File: src/rtl/fft_pkg.sv
// Shared constants, complex word type and bin-order helper for the 16-point FFT.
// Output reordering is selected by the FFT_BITREV_EN macro in fft_bitrev_addr.
package fft_pkg;

    localparam int FFT_N      = 16;
    localparam int FFT_LOG2N  = 4;
    localparam int FFT_DATA_W = 32;
    localparam int FFT_HALF_W = 16;

    typedef struct packed {
        logic signed [FFT_HALF_W-1:0] re;
        logic signed [FFT_HALF_W-1:0] im;
    } cplx_t;

    typedef enum logic {
        ST_IDLE,
        ST_STREAM
    } unl_state_e;

    function automatic logic [FFT_LOG2N-1:0] bitrev4(input logic [FFT_LOG2N-1:0] a);
        return {a[0], a[1], a[2], a[3]};
    endfunction

endpackage

File: src/rtl/fft_bitrev_addr.sv
// Beat counter to buffer word index. FFT_BITREV_EN defined: bit-reversed
// lookup (natural frequency order out); undefined: pass-through order.
module fft_bitrev_addr
    import fft_pkg::*;
(
    input  logic [FFT_LOG2N-1:0] cnt_i,
    output logic [FFT_LOG2N-1:0] addr_o
);

`ifdef FFT_BITREV_EN
    assign addr_o = bitrev4(cnt_i);
`else
    assign addr_o = cnt_i;
`endif

endmodule

File: src/rtl/fft_result_unloader.sv
// Captures a full 16-bin frame in one cycle and streams it out one bin per beat.
// Bin ordering depends on FFT_BITREV_EN (see fft_bitrev_addr).
module fft_result_unloader
    import fft_pkg::*;
#(
    parameter int N      = FFT_N,
    parameter int DATA_W = FFT_DATA_W
) (
    input  logic                         clk,
    input  logic                         rst_n,
    input  logic                         in_valid,
    output logic                         in_ready,
    input  logic [N*DATA_W-1:0]          in_data,
    output logic                         out_valid,
    input  logic                         out_ready,
    output logic signed [FFT_HALF_W-1:0] out_real,
    output logic signed [FFT_HALF_W-1:0] out_imag,
    output logic [FFT_LOG2N-1:0]         out_index,
    output logic                         out_last
);

    unl_state_e           state_q, state_d;
    logic [FFT_LOG2N-1:0] cnt_q, cnt_d;
    cplx_t [N-1:0]        buf_q;
    logic [FFT_LOG2N-1:0] rd_addr;
    cplx_t                sel;
    logic                 accept;
    logic                 last_beat;

    assign accept    = in_valid && in_ready;
    assign last_beat = (cnt_q == FFT_LOG2N'(N - 1));

    always_ff @(posedge clk or negedge rst_n) begin
        if (!rst_n) begin
            state_q <= ST_IDLE;
            cnt_q   <= '0;
        end else begin
            state_q <= state_d;
            cnt_q   <= cnt_d;
        end
    end

    always_ff @(posedge clk or negedge rst_n) begin
        if (!rst_n) begin
            buf_q <= '0;
        end else if (accept) begin
            buf_q <= in_data;
        end
    end

    // in_ready opens during STREAM only on the final handshake, so the next
    // frame lands in the same edge that retires bin 15.
    always_comb begin
        state_d   = state_q;
        cnt_d     = cnt_q;
        in_ready  = 1'b0;
        out_valid = 1'b0;
        unique case (state_q)
            ST_IDLE: begin
                in_ready = 1'b1;
                if (in_valid) begin
                    state_d = ST_STREAM;
                    cnt_d   = '0;
                end
            end
            ST_STREAM: begin
                out_valid = 1'b1;
                if (out_ready) begin
                    if (last_beat) begin
                        in_ready = 1'b1;
                        cnt_d    = '0;
                        if (!in_valid) begin
                            state_d = ST_IDLE;
                        end
                    end else begin
                        cnt_d = cnt_q + 1'b1;
                    end
                end
            end
            default: begin
                state_d = ST_IDLE;
                cnt_d   = '0;
            end
        endcase
    end

    fft_bitrev_addr u_addr (
        .cnt_i  (cnt_q),
        .addr_o (rd_addr)
    );

    assign sel       = buf_q[rd_addr];
    assign out_real  = sel.re;
    assign out_imag  = sel.im;
    assign out_index = cnt_q;
    assign out_last  = last_beat;

endmodule

File: config.mk
export PLATFORM = sky130hd
export DESIGN_NAME = fft_result_unloader
export DESIGN_NICKNAME = d
export VERILOG_FILES = /design/src/rtl/fft_pkg.sv /design/src/rtl/fft_bitrev_addr.sv /design/src/rtl/fft_result_unloader.sv
export SDC_FILE = /design/constraint.sdc
export NUM_CORES = 1
export LEC_CHECK = 0
export ABC_CLOCK_PERIOD_IN_PS = 2290
export CAP_MARGIN = 25
export CORE_MARGIN = 4
export CORE_UTILIZATION = 52
export CTS_CLUSTER_SIZE = 25
export DETAILED_ROUTE_END_ITERATION = 8
export GPL_ROUTABILITY_DRIVEN = 0
export GPL_TIMING_DRIVEN = 0
export PLACE_DENSITY = 0.81
export SLEW_MARGIN = 20
export SYNTH_ARGS = -nofsm -noshare
export SYNTH_HDL_FRONTEND = slang
export SYNTH_SLANG_ARGS = --single-unit
File: constraint.sdc
create_clock -name clk -period 2.29 [get_ports clk]
set_input_delay 0.458 -clock clk [delete_from_list [all_inputs] [get_ports clk]]
set_output_delay 0.458 -clock clk [all_outputs]
set_load 0.01 [all_outputs]
# --- After elaboration in Yosys (flattened, before gate mapping) ---
# Index checks and enable logic that the tools add are counted.
# W data, S select, Z words.
op_classes:
  addsub: 1
  order_cmp: 1
  eq_ne: 3
  mux: 14
  bitwise: 1
  n_reduce_logical: 2
ops:
  columns: ["cell", "count"]
  rows:
  - ["$bmux W32 S4", 1]
  - ["$mux W32", 1]
  - ["$mux W4", 3]
  - ["$pmux W4 S2", 1]
  - ["$mux W1", 6]
  - ["$lt A4 B5 Y1 const B", 1]
  - ["$add A4 B1 Y4 const B", 1]
  - ["$eq A4 B4 Y1 const B", 1]
  - ["$ne A2 B2 Y1 const B", 2]
  - ["$pmux W1 S2", 2]
  - ["$reduce_and A2 Y1", 1]
  - ["$logic_and A1 B1 Y1", 1]
  - ["$not A1 Y1", 1]
totals:
  reg_bits: 517
  elab_cells: 56

# --- Longest topological paths before layout ---
depth:
  ltp_word: 5
  ltp_mapped: 8

# --- Modules after synthesis ---
# From an unflattened synthesis, not the netlist that was laid out.
hier_totals:
  cells_unflattened: 1383
  area_unflattened_um2: 25141.6
modules_own_cells:
  columns: ["module", "instances", "cells_each", "area_per_inst_um2"]
  rows:
  - ["fft_result_unloader", 1, 1379, 25111.6]
  - ["fft_bitrev_addr", 1, 4, 30.0]

# --- Worst setup path before layout ---
# Ideal clock, no wire load.
synth_timing:
  path_kind: "reg2out"
  from: "register cnt_q[0] (netlist: out_index[0])"
  to: "output out_imag[11]"
  arrival_ps: 1695
  required_ps: 1832
  path_slack_ps: 137
  path_stages_with_launch: 6
  path_cell_list: "dfrtp_1 > buf_4 > buf_2 > mux4_2 > a22oi_1 > nand2_1"
synth_via:
  elab_chain_len: 2
synth_rtl:
  columns: ["item", "line", "text"]
  rows:
  - ["start, declared", "fft_result_unloader.sv:23", "logic [FFT_LOG2N-1:0] cnt_q, cnt_d;"]
  - ["start signal, assigned", "fft_result_unloader.sv:39", "cnt_q <= cnt_d;"]
  - ["$bmux W32 S4", "fft_result_unloader.sv:92", "assign sel = buf_q[rd_addr];"]
  - ["$mux W32 (not written as such)", "fft_result_unloader.sv:92", null]
  - ["end, declared", "fft_result_unloader.sv:17", "output logic signed [FFT_HALF_W-1:0] out_imag,"]
# Every way passes these cells. The select of a mux whose other input is x is not followed.

# --- Worst setup path in the final report ---
layout_timing:
  from: "register cnt_q[0] (netlist: out_index[0])"
  to: "output out_real[6]"
layout_via:
  elab_chain_len: 2
layout_rtl:
  columns: ["item", "line", "text"]
  rows:
  - ["$bmux W32 S4", "fft_result_unloader.sv:92", null]
  - ["$mux W32 (not written as such)", "fft_result_unloader.sv:92", null]
  - ["end, declared", "fft_result_unloader.sv:16", "output logic signed [FFT_HALF_W-1:0] out_real,"]
# Every way passes these cells. The select of a mux whose other input is x is not followed.

==> impl_metrics.env <==
export IMPL_max_cap_violations=0
export IMPL_grt_pass1_vias=18700
export IMPL_period_share_pct=130
export IMPL_tightest_slew_ns=0.579
export IMPL_area_growth_pct=38.7
export IMPL_powerDensity_nw_per_um2=1320
export IMPL_end_kind="output port"
export IMPL_grt_overflow_total=0
export IMPL_reg2regPathDepth=11
export IMPL_start_util_pct=52.7
export IMPL_min_to="out_index[0]$_DFFE_PN0P_"
export IMPL_htreeDepth=2
export IMPL_status="finished with violations"
export IMPL_synth_top_area_share_pct=50.0
export IMPL_fin_nets=2703
export IMPL_worst_path_max_fanout=5
export IMPL_r2r_end="buf_q[368]$_DFFE_PN0P_"
export IMPL_clock_latency_ns=0.61
export IMPL_ios=555
export IMPL_setup_viol=34
export IMPL_synth_distinct_cells=32
export IMPL_start_kind="flip-flop"
export IMPL_viasPerCell=5.77
export IMPL_layout_drive_gt1_share_pct=44.2
export IMPL_drv_slew=0
export IMPL_whs_path_depth=3
export IMPL_fin_ws_ns=-0.693
export IMPL_final_antenna_net_count=0
export IMPL_postSynthNetCount=2038
export IMPL_synth_ff_latch_count=517
export IMPL_grt_max_degree=101
export IMPL_syn_area_um2=25800
export IMPL_netlist_top_cells_area="dfrtp_1 (50%), mux2_4 (28%), mux4_2 (5.8%), mux2i_1 (4.8%), buf_12 (4.2%)"
export IMPL_critPathMaxStageDelay_ns=0.45
export IMPL_cp_data_arrival_time_ns=2.52
export IMPL_core_um2=49100
export IMPL_reg2reg_from="out_index[1]$_DFFE_PN0P_"
export IMPL_vias=16800
export IMPL_fin_util_pct=73.1
export IMPL_cp_slowest_cell="dfrtp_2"
export IMPL_synthTopCellsByCount="dfrtp_1 (517), mux2_4 (480), mux2i_1 (123)"
export IMPL_crit_chain="clkbuf_16, buf_16, buf_8, buf_12, mux2i_1, a22oi_1, nand3_2, nand2_2, buf_6"
export IMPL_synth_top_flop_cell="dfrtp_1"
export IMPL_grt_first_pass_wirelength_mm=127
export IMPL_p_leak_uw=0.0156
export IMPL_die_x_um=231
export IMPL_clock_sinks=517
export IMPL_synth_async_reset_ratio_pct=100
export IMPL_synth_most_common_cell="dfrtp_1"
export IMPL_die_y_um=231
export IMPL_worstPathRequired_ns=1.83
export IMPL_hpwl_mm=62.6
export IMPL_clockBufferDepth=3
export IMPL_path_clk_slew_ns=0.06
export IMPL_ys_seq_area_share_pct=50.0
export IMPL_fmax_mhz=335
export IMPL_synthCells=1521
export IMPL_grt_total_usage_pct=32.2
export IMPL_min_from="out_ready"
export IMPL_period_minus_slack_ns=2.98
export IMPL_die_area_um2=53300
export IMPL_cts_root_buffer="clkbuf_16"
export IMPL_antenna_found_initial=34
export IMPL_fillers=3047
export IMPL_drt_pass1_iterations=5
export IMPL_tns_ns=-18.62
export IMPL_ir_worst_vdd_mv=0.831
export IMPL_yosys_area_top_type="dfrtp_1"
export IMPL_avgSynthCellArea_um2=17.0
export IMPL_worstHoldPathType="input port to flip-flop"
export IMPL_io_buffers=553
export IMPL_skew_ns=0.0168
export IMPL_path_class="flip-flop to output port"
export IMPL_r2r_setup_slack_ns=0.01
export IMPL_max_slew_margin_rel_pct=61.4
export IMPL_drc_errors=0
export IMPL_cts_buffers=54
export IMPL_hold_viol=0
export IMPL_ys_warn_count=0
export IMPL_synth_edf_count=0
export IMPL_rows=81
export IMPL_grt_setup_unrepaired="yes"
export IMPL_drt_iter0_markers=1082
export IMPL_failed_checks="negative setup slack"
export IMPL_wl_mm=87.9
export IMPL_cts_tree="done"
export IMPL_post_drt_wl_per_cell_um=30.1
==> critical path: cells and delay by family (launching register included) <==
family / cells / cell delay (ns)
buf+inv: 5 / 0.70
flops: 1 / 0.45
mux: 1 / 0.12
compound gates: 1 / 0.23
simple gates: 2 / 0.39
==> where the power goes <==
| group | switching [µW] | total, µW | internal (µW) |
|---|---|---|---|
| Combinational | 8530 | 21200 | 12700 |
| Sequential | 2960 | 16700 | 13800 |
| Clock | 3780 | 9220 | 5440 |
==> logic make-up (layout without fill, tap and decap cells) <==
group           Yosys count  after routing  synth area share, %
compound gates          100            100                 2.89
fa+ha+maj                 1              1               0.0484
buf+inv                 111            814                 5.41
flops                   517            517                 50.0
mux                     702            702                 39.9
other cells               0             29                    0
simple gates             90             90                 1.73
==> routing by layer <==
metal	up-vias	GRT usage [%]	routed length [µm]
li1	7013	-	-
met1	8891	42.2	35600
met2	716	52.6	42900
met3	195	6.50	5630
met4	10	13.5	3620
met5	-	0	62
==> cells in the final DEF (no fill, tap or decap), types with 4 or more instances in the layout <==
cell type,n
a22oi_1,34
a22oi_2,59
buf_12,72
buf_16,10
buf_2,10
buf_4,36
buf_6,46
buf_8,13
bufinv_16,4
clkbuf_1,10
clkbuf_16,61
clkbuf_4,6
clkbuf_8,17
clkdlybuf4s50_1,516
clkinv_2,7
dfrtp_1,515
diode_2,29
mux2_2,32
mux2_4,480
mux2i_1,117
mux2i_2,6
mux4_2,67
nand2_1,16
nand2_2,18
nand2b_1,4
nand3_1,12
nand3_2,19
==> worst max-delay path by stage <==
stage	depth (start not counted)	endpoint	startpoint	slack [ns]
6_report	9	out_real[6]	out_index[0]$_DFFE_PN0P_	-0.69
5_1_grt	9	out_real[6]	out_index[0]$_DFFE_PN0P_	-0.72
4_1_cts	9	out_real[6]	out_index[0]$_DFFE_PN0P_	-0.69
3_5_place_dp	6	out_real[3]	out_index[1]$_DFFE_PN0P_	-1.40
3_3_place_gp	1	buf_q[393]$_DFFE_PN0P_	rst_n	-21.48
2_1_floorplan	5	out_imag[11]	out_index[0]$_DFFE_PN0P_	0.14
==> final cells by class <==
| class | instances | area [µm²] | area share (%) |
|---|---|---|---|
| plain buffers | 108 | 1810 | 5.05 |
| multi-input cells | 893 | 12100 | 33.6 |
| clock inverters | 12 | 164 | 0.457 |
| diodes | 29 | 72.6 | 0.202 |
| flip-flops and latches | 517 | 12900 | 36.1 |
| clock buffers | 82 | 1670 | 4.66 |
| repair buffers | 612 | 6310 | 17.6 |
| well taps | 664 | 831 | 2.32 |
==> sequential cells by signal, indices dropped and copies added (netlist names) <==
name       flops
state_q        1
out_index      4
buf_q        512
==> what timing repair did <==
item,CTS,global route
gates cloned,7,2
resized for setup,426,36
hold buffers,1,0
pin swaps,93,37
endpoints found under the setup margin,525,122
endpoints found under the hold margin,44,0
buffers inserted,39,10
==> stage by stage <==
stage	total power, µW	hold WS (ns)	std cells	worst slack, ns	area [µm²]
floorplan	28000	0.162	1521	0.137	25800
global placement	34200	0.485	2738	-21.48	32200
detailed placement	34900	0.382	2743	-1.40	32400
CTS	46600	0.100	2883	-0.695	35700
global route	49000	0.158	2912	-0.723	35800
finish	47200	0.122	2917	-0.693	35900
Note: power is estimated with default switching activity, not from simulation.
